**config.mk**
```make
export PLATFORM = sky130hd
export DESIGN_NAME = emac_rx_frame_writer
export DESIGN_NICKNAME = d
export VERILOG_FILES = /design/src/rtl/emac_rx_frame_writer.sv
export SDC_FILE = /design/constraint.sdc
export NUM_CORES = 1
export LEC_CHECK = 0
export ABC_AREA = 1
export CAP_MARGIN = 20
export CORE_AREA = 3 3 128 130
export CTS_CLUSTER_SIZE = 12
export DETAILED_ROUTE_END_ITERATION = 6
export DIE_AREA = 0 0 131 133
export PLACE_DENSITY = 0.69
export SYNTH_ARGS = -nofsm -noshare
export SYNTH_HDL_FRONTEND = slang
export SYNTH_SLANG_ARGS = --single-unit
```
**constraint.sdc**
```tcl
create_clock -name clk -period 1.6 [get_ports clk]
set_clock_uncertainty 0.1 [all_clocks]
set_input_delay 0.48 -clock clk [delete_from_list [all_inputs] [get_ports clk]]
set_output_delay 0.48 -clock clk [all_outputs]
set_load 0.1 [all_outputs]
```
**src/rtl/emac_rx_frame_writer.sv**
```systemverilog
// ----------------------------------------------------------------------------
// emac_rx_frame_writer
//
// Receive-side framing stage for one EMAC port. Strips preamble/SFD from the
// GMII receive stream and writes every frame byte into the rx data FIFO. Once
// the frame ends, it writes one 16-bit descriptor into the rx pointer FIFO:
//     {crc_error, length_error, 3'b0, length[10:0]}
// Space in both FIFOs is checked once per frame, at the SFD, so no full flag
// is examined per byte.
//
// Ports:
//   clk                 single clock (block and FIFO write side)
//   rst                 synchronous, active-high reset
//   rx_dv, rx_er, rxd   GMII receive data valid / error / byte
//   data_fifo_wr/_din   data FIFO write enable and byte
//   data_fifo_wr_count  data FIFO fill level (write side)
//   ptr_fifo_wr/_din    pointer FIFO write enable and descriptor
//   ptr_fifo_full       pointer FIFO full
//   frame_cnt           descriptors written (wraps)
//   drop_cnt            frames discarded without a descriptor (wraps)
// ----------------------------------------------------------------------------
module emac_rx_frame_writer #(
    parameter int MIN_LEN = 64,
    parameter int MAX_LEN = 1518,
    parameter int DEPTH   = 4096
) (
    input  logic        clk,
    input  logic        rst,
    input  logic        rx_dv,
    input  logic        rx_er,
    input  logic [7:0]  rxd,
    output logic        data_fifo_wr,
    output logic [7:0]  data_fifo_din,
    input  logic [11:0] data_fifo_wr_count,
    output logic        ptr_fifo_wr,
    output logic [15:0] ptr_fifo_din,
    input  logic        ptr_fifo_full,
    output logic [15:0] frame_cnt,
    output logic [15:0] drop_cnt
);

    typedef enum logic [2:0] {
        S_IDLE,
        S_PRE,
        S_DATA,
        S_COMMIT,
        S_DROP
    } state_t;

    localparam logic [31:0] CRC_RESIDUE = 32'hDEBB20E3;

    state_t      state_q, state_d;
    logic [31:0] crc_q, crc_d;
    logic [10:0] rcv_len_q, rcv_len_d;
    logic [10:0] wr_len_q, wr_len_d;
    logic        rx_err_q, rx_err_d;
    logic        byte_wr_q, byte_wr_d;
    logic [7:0]  byte_q, byte_d;
    logic        data_fifo_wr_q, data_fifo_wr_d;
    logic [7:0]  data_fifo_din_q, data_fifo_din_d;
    logic        ptr_fifo_wr_q, ptr_fifo_wr_d;
    logic [15:0] ptr_fifo_din_q, ptr_fifo_din_d;
    logic [15:0] frame_cnt_q, frame_cnt_d;
    logic [15:0] drop_cnt_q, drop_cnt_d;

    logic [31:0] free_space;
    logic        admit;
    logic        crc_error;
    logic        length_error;

    // Reflected CRC-32 (poly 0x04C11DB7 -> 0xEDB88320), one byte per call.
    function automatic logic [31:0] crc_next(input logic [31:0] crc, input logic [7:0] b);
        logic [31:0] c;
        c = crc ^ {24'd0, b};
        for (int i = 0; i < 8; i++) begin
            c = c[0] ? ((c >> 1) ^ 32'hEDB88320) : (c >> 1);
        end
        return c;
    endfunction

    // Admission: a whole maximum-length frame must fit and a descriptor slot
    // must be free, so nothing needs checking once the frame is under way.
    assign free_space   = 32'(DEPTH - 1) - {20'd0, data_fifo_wr_count};
    assign admit        = (free_space >= 32'(MAX_LEN)) && !ptr_fifo_full;
    assign crc_error    = (crc_q != CRC_RESIDUE) || rx_err_q;
    assign length_error = (rcv_len_q < 11'(MIN_LEN)) || (rcv_len_q > 11'(MAX_LEN));

    // Next-state and datapath. Bytes accepted in DATA are staged in byte_q and
    // then registered again onto the FIFO port, which keeps the last data write
    // strictly ahead of the descriptor write issued from COMMIT.
    always_comb begin
        state_d         = state_q;
        crc_d           = crc_q;
        rcv_len_d       = rcv_len_q;
        wr_len_d        = wr_len_q;
        rx_err_d        = rx_err_q;
        byte_wr_d       = 1'b0;
        byte_d          = byte_q;
        data_fifo_wr_d  = byte_wr_q;
        data_fifo_din_d = byte_q;
        ptr_fifo_wr_d   = 1'b0;
        ptr_fifo_din_d  = ptr_fifo_din_q;
        frame_cnt_d     = frame_cnt_q;
        drop_cnt_d      = drop_cnt_q;

        case (state_q)
            S_IDLE: begin
                if (rx_dv) begin
                    state_d = S_PRE;
                end
            end
            S_PRE: begin
                if (!rx_dv) begin
                    state_d = S_IDLE;
                end else if (rxd == 8'h55) begin
                    state_d = S_PRE;
                end else if (rxd == 8'hD5 && admit) begin
                    state_d   = S_DATA;
                    crc_d     = 32'hFFFFFFFF;
                    rcv_len_d = '0;
                    wr_len_d  = '0;
                    rx_err_d  = 1'b0;
                end else begin
                    state_d    = S_DROP;
                    drop_cnt_d = drop_cnt_q + 16'd1;
                end
            end
            S_DATA: begin
                if (rx_er) begin
                    rx_err_d = 1'b1;
                end
                if (rx_dv) begin
                    crc_d = crc_next(crc_q, rxd);
                    if (rcv_len_q != 11'h7FF) begin
                        rcv_len_d = rcv_len_q + 11'd1;
                    end
                    if (wr_len_q < 11'(MAX_LEN)) begin
                        byte_wr_d = 1'b1;
                        byte_d    = rxd;
                        wr_len_d  = wr_len_q + 11'd1;
                    end
                end else begin
                    state_d = S_COMMIT;
                end
            end
            S_COMMIT: begin
                state_d = S_IDLE;
                // A frame that wrote nothing has no descriptor; count it as dropped.
                if (wr_len_q == 11'd0) begin
                    drop_cnt_d = drop_cnt_q + 16'd1;
                end else begin
                    ptr_fifo_wr_d  = 1'b1;
                    ptr_fifo_din_d = {crc_error, length_error, 3'b000, wr_len_q};
                    frame_cnt_d    = frame_cnt_q + 16'd1;
                end
            end
            S_DROP: begin
                if (!rx_dv) begin
                    state_d = S_IDLE;
                end
            end
            default: begin
                state_d = S_DROP;
            end
        endcase
    end

    // State register. Reset lands in DROP so a frame already on the wire when
    // reset is released is ignored until rx_dv falls.
    always_ff @(posedge clk) begin
        if (rst) begin
            state_q         <= S_DROP;
            crc_q           <= '0;
            rcv_len_q       <= '0;
            wr_len_q        <= '0;
            rx_err_q        <= 1'b0;
            byte_wr_q       <= 1'b0;
            byte_q          <= '0;
            data_fifo_wr_q  <= 1'b0;
            data_fifo_din_q <= '0;
            ptr_fifo_wr_q   <= 1'b0;
            ptr_fifo_din_q  <= '0;
            frame_cnt_q     <= '0;
            drop_cnt_q      <= '0;
        end else begin
            state_q         <= state_d;
            crc_q           <= crc_d;
            rcv_len_q       <= rcv_len_d;
            wr_len_q        <= wr_len_d;
            rx_err_q        <= rx_err_d;
            byte_wr_q       <= byte_wr_d;
            byte_q          <= byte_d;
            data_fifo_wr_q  <= data_fifo_wr_d;
            data_fifo_din_q <= data_fifo_din_d;
            ptr_fifo_wr_q   <= ptr_fifo_wr_d;
            ptr_fifo_din_q  <= ptr_fifo_din_d;
            frame_cnt_q     <= frame_cnt_d;
            drop_cnt_q      <= drop_cnt_d;
        end
    end

    assign data_fifo_wr  = data_fifo_wr_q;
    assign data_fifo_din = data_fifo_din_q;
    assign ptr_fifo_wr   = ptr_fifo_wr_q;
    assign ptr_fifo_din  = ptr_fifo_din_q;
    assign frame_cnt     = frame_cnt_q;
    assign drop_cnt      = drop_cnt_q;

endmodule

```
# After elaboration in Yosys (flattened, before gate mapping)
# Cells that the tools add are included.
# op_classes
addsub,5
magnitude_cmp,4
eq_ne,20
mux,41
bitwise,13
reduce_logical,19
# ops
operator,count
$mux W32,12
$not A13 Y14,8
$mux W11,7
$mux W16,4
$pmux W32 S2,1
$pmux W11 S2,2
$add A16 B1 Y16 const B,2
$ge A32 B11 Y1 const B,1
$ne A32 B32 Y1 const B,1
$pmux W16 S2,1
$xor A32 B8 Y32,1
$ne A2 B2 Y1 const B,12
$add A11 B1 Y11 const B,2
$mux W3,6
$pmux W3 S5,1
$reduce_and A5 Y1,3
$sub A12 B12 Y13 const A,1
$reduce_and A6 Y1,2
$gt A11 B11 Y1 const B,1
$logic_not A11 Y1,1
$lt A11 B11 Y1 const B,1
$lt A11 B7 Y1 const B,1
$ne A11 B11 Y1 const B,1
$eq A8 B7 Y1 const B,1
16 further kinds,29
# totals
regBits,122
in_bits,25
word_cells,115

# Depth between registers and ports, before layout
# logic_depth
depth_word,19
mapped_depth,14
mapped_depth_nobuf,13

# Worst setup path before layout
# OpenSTA, ideal clock, no wires.
# synth_path
path_kind,register -> register
start,register drop_cnt_q[0] (netlist: drop_cnt[0])
end,register drop_cnt_q[10] (netlist: drop_cnt[10])
setup_ns,0.132
t_arrival_ns,2.133
path_slack_ns,-0.765
path_stages_with_launch,8
path_buffers,0
synth_period_minus_slack_ns,2.365
path_cell_list,dfxtp_1 > ha_1 > nand3_1 > nor2_1 > nand4_1 > xor2_1 > nand3_1 > a21oi_1
# synth_via
elab_chain_cells,5
# synth_lines
element,line,rtl
"start, declared",64,"logic [15:0] drop_cnt_q, drop_cnt_d;"
"start signal, assigned",198,drop_cnt_q <= drop_cnt_d;
$add A16 B1 Y16 *,"125, 150",
$mux W16,117,end else if (rxd == 8'hD5 && admit) begin
$mux W16,115,end else if (rxd == 8'h55) begin
$mux W16,113,if (!rx_dv) begin
$pmux W16 S2 *,106,case (state_q)
# Mark *: on every way between the ends. The rest lies on a longest branch, timed or not. The select of a mux whose other input is x is not followed.
# A chain may end at the register's enable or synchronous reset.

# Worst setup path after layout
# layout_path
start,register wr_len_q[1]
end,register drop_cnt_q[0] (netlist: drop_cnt[0])
# layout_via
elab_chain_cells,3
# layout_lines
element,line,rtl
"start, declared",55,"logic [10:0] wr_len_q, wr_len_d;"
"start signal, assigned",189,wr_len_q <= wr_len_d;
$logic_not A11 Y1,149,if (wr_len_q == 11'd0) begin
$ne A2 B2 Y1 (no line),n/a,
$reduce_and A5 Y1 (no line),n/a,
# No other way between the ends.

==> run metrics <==
antenna-violating nets left=0; Synth Register Bits=122; HPWL Detailed=14700 um; Leakage=4.91 nW; Critical Path RT=1.80 ns; Fin. Hold Viols=0; Fmax=0.544 GHz; num ports=83; combinational fraction of design power=11.5%; drt initial violations=735; prevailing post-synth register cell=dfxtp_1; commonest non-fill, non-tap cells in the layout=204 x nand2_1, 152 x buf_4, 86 x nand2_2, 84 x inv_1, 77 x nor2_1; count of different cell masters after synthesis=37; Max clock buf depth=2; startpoint types=flip-flop; Worst-path clk slew=0.06 ns; Crit Path Max Fanout=8; Core Box Area=0.0153 mm2; DIE AREA=0.0174 mm2; Clk pwr share=49.7%; crit path DAT=2.04 ns; asr flop ratio synth=0%; EDFF count, synth=0; commonest non-fill, non-tap cell in the layout=nand2_1; Mapped Cells=1053; vias in the first global route=7586; minimum clock period=1.84 ns; area of placed instances=0.00955 mm2; max-cap violations=0; H-tree depth=4; Post-Syn Area=0.00689 mm2; gpl congestion=0.934; worst-margin pin slew=0.495 ns; RSZ-0062 raised after global routing=true; Starting Density=45.2%; power density of the placed cells=647 mW/mm2; Clock Latency Late Sink=0.43 ns; setup ws final=-0.238 ns; status=finished, violations left; Final nets=1343; Cell Rows=45; dpl ws=-0.914 ns; switching share of power=25.5%; first-pass GRT wire length=36300 um; Pint=5.76 mW; violated checks=design-rule violations, negative setup slack; DRC errors left=1; critical path type=reg2reg; Die W=131 um; Routed Wire Length=26800 um; CP endpoint kind=flip-flop; Sw Pwr=1.98 mW; Max IR drop VDD=688 uV; Clock Sink Count=122; initial antenna violation count=0; post-synthesis sequential area ratio=35.4%; CTS Buf Count=17; Ys Warns=0; Max Slew Vio Count=0; post-synthesis average cell area=6.55 um2; final setup fails=78; gr usage total=25.8%; port bufs=78; CTS tree=done; area delta synth->final=73.3%; Post-CTS Hold Fix Bufs=0; drt pass-1 iters=7; Die Y=133 um; ANT cells=0; sequential power share=38.8%; GRT overflow=0; Root Driver=clkbuf_16; Via density=5.52; Max-slew headroom=66.7%; design area=0.0120 mm2; DR WL/cell=17.4 um; pin count of the biggest net entering global routing=41; period utilization=115%; layout cell share with drive strength beyond 1=47.9%; Hold Path Class=in2reg; Vias=8481; reg-to-reg setup timing slack=-0.24 ns; Fill cells=920
power by group through the flow:
stage,logic (mW),registers (mW),clock network (mW)
6_report,0.890,3.00,3.85
5_1_grt,0.955,3.00,3.99
4_1_cts,0.750,3.01,3.83
3_5_place_dp,0.700,3.07,0
3_3_place_gp,0.693,3.07,0
2_1_floorplan,0.389,3.08,0
area by class of cell:
class	count	area [um2]	share of cell area, %
inverters	108	428	3.58
repair buffers	274	3060	25.6
flip-flops and latches	122	2610	21.8
well taps	211	264	2.21
clock inverters	6	60.1	0.503
clock buffers	25	527	4.41
multi-input cells	790	5000	41.8
final timing paths:
check                    from      endpoint  cells after the start
setup reg to reg  wr_len_q[1]   drop_cnt[0]                     10
hold reg to reg     byte_wr_q  data_fifo_wr                      2
hold / removal         rxd[5]     byte_q[5]                      3
setup / recovery  wr_len_q[1]   drop_cnt[0]                     10
routing by layer:
| metal | vias to the layer above | wire length, um | global-route usage, % |
|---|---|---|---|
| met2 | 412 | 13600 | 43.5 |
| met5 | - | 0 | 0 |
| met4 | 0 | 927 | 9.31 |
| li1 | 3932 | - | - |
| met3 | 80 | 1750 | 5.33 |
| met1 | 4057 | 10500 | 32.1 |
state kept, by name (all words and copies together), names as in the netlist, 3 cells and up:
| signal | cells |
|---|---|
| rcv_len_q | 11 |
| drop_cnt | 16 |
| crc_q | 32 |
| ptr_fifo_din | 13 |
| state_q | 3 |
| byte_q | 8 |
| data_fifo_din | 8 |
| wr_len_q | 11 |
| frame_cnt | 16 |
kinds of logic after synthesis:
| family | count (synthesis) | share of synthesized area [%] |
|---|---|---|
| AND/OR/NAND/NOR | 571 | 36.0 |
| AO/OA/AOI/OAI | 156 | 11.8 |
| buffers and inverters | 147 | 9.36 |
| flip-flops | 122 | 35.4 |
| XOR/XNOR | 51 | 6.48 |
| adder cells (fa/ha/maj) | 5 | 0.907 |
| other | 1 | 0.0544 |
timing repair:
item / in CTS / in global routing
buffers inserted: 20 / 32
endpoints found under the hold margin: 0 / 0
cloned: 7 / 3
resized for setup: 209 / 249
endpoints found under the setup margin: 116 / 141
pin swaps: 66 / 64
Yosys cell counts (7+ instances only):
library cell / instances / area [um2]
a21oi_1: 96 / 480
o21ai_0: 45 / 225
nor3_1: 16 / 80.1
nand2_1: 312 / 1170
buf_6: 7 / 78.8
o22ai_1: 8 / 50.1
nor2_1: 92 / 345
buf_4: 7 / 52.6
dfxtp_1: 122 / 2440
nand2_2: 12 / 75.1
xor2_1: 36 / 315
inv_1: 105 / 394
clkbuf_1: 16 / 60.1
buf_2: 8 / 40.0
nand4_1: 17 / 106
nand3_1: 91 / 455
nor4_1: 7 / 43.8
xnor2_1: 15 / 131
critical path: stages (launching register included):
cell and delay [ns]:
dfxtp_4 0.36, inv_4 0.06, ha_4 0.13, nand3_4 0.08, o21ai_4 0.25, nand2_2 0.11, nor2_4 0.22, buf_12 0.17
nand2_8 0.09, nand2_2 0.08, a21oi_1 0.06
through the flow:
step / std cells / power (mW) / setup TNS (ns) / util [%] / hold WS (ns)
floorplan: 1055 / 3.46 / -0.168 / - / 0.288
global placement: 1445 / 3.77 / -61.39 / 62.6 / 0.297
detailed placement: 1445 / 3.77 / -66.53 / 62.6 / 0.305
CTS: 1502 / 7.58 / -1.70 / 71.3 / 0.287
global route: 1536 / 7.95 / -13.66 / 78.3 / 0.311
finish: 1536 / 7.74 / -7.81 / 78.3 / 0.299
(Power assumes the default switching activity.)
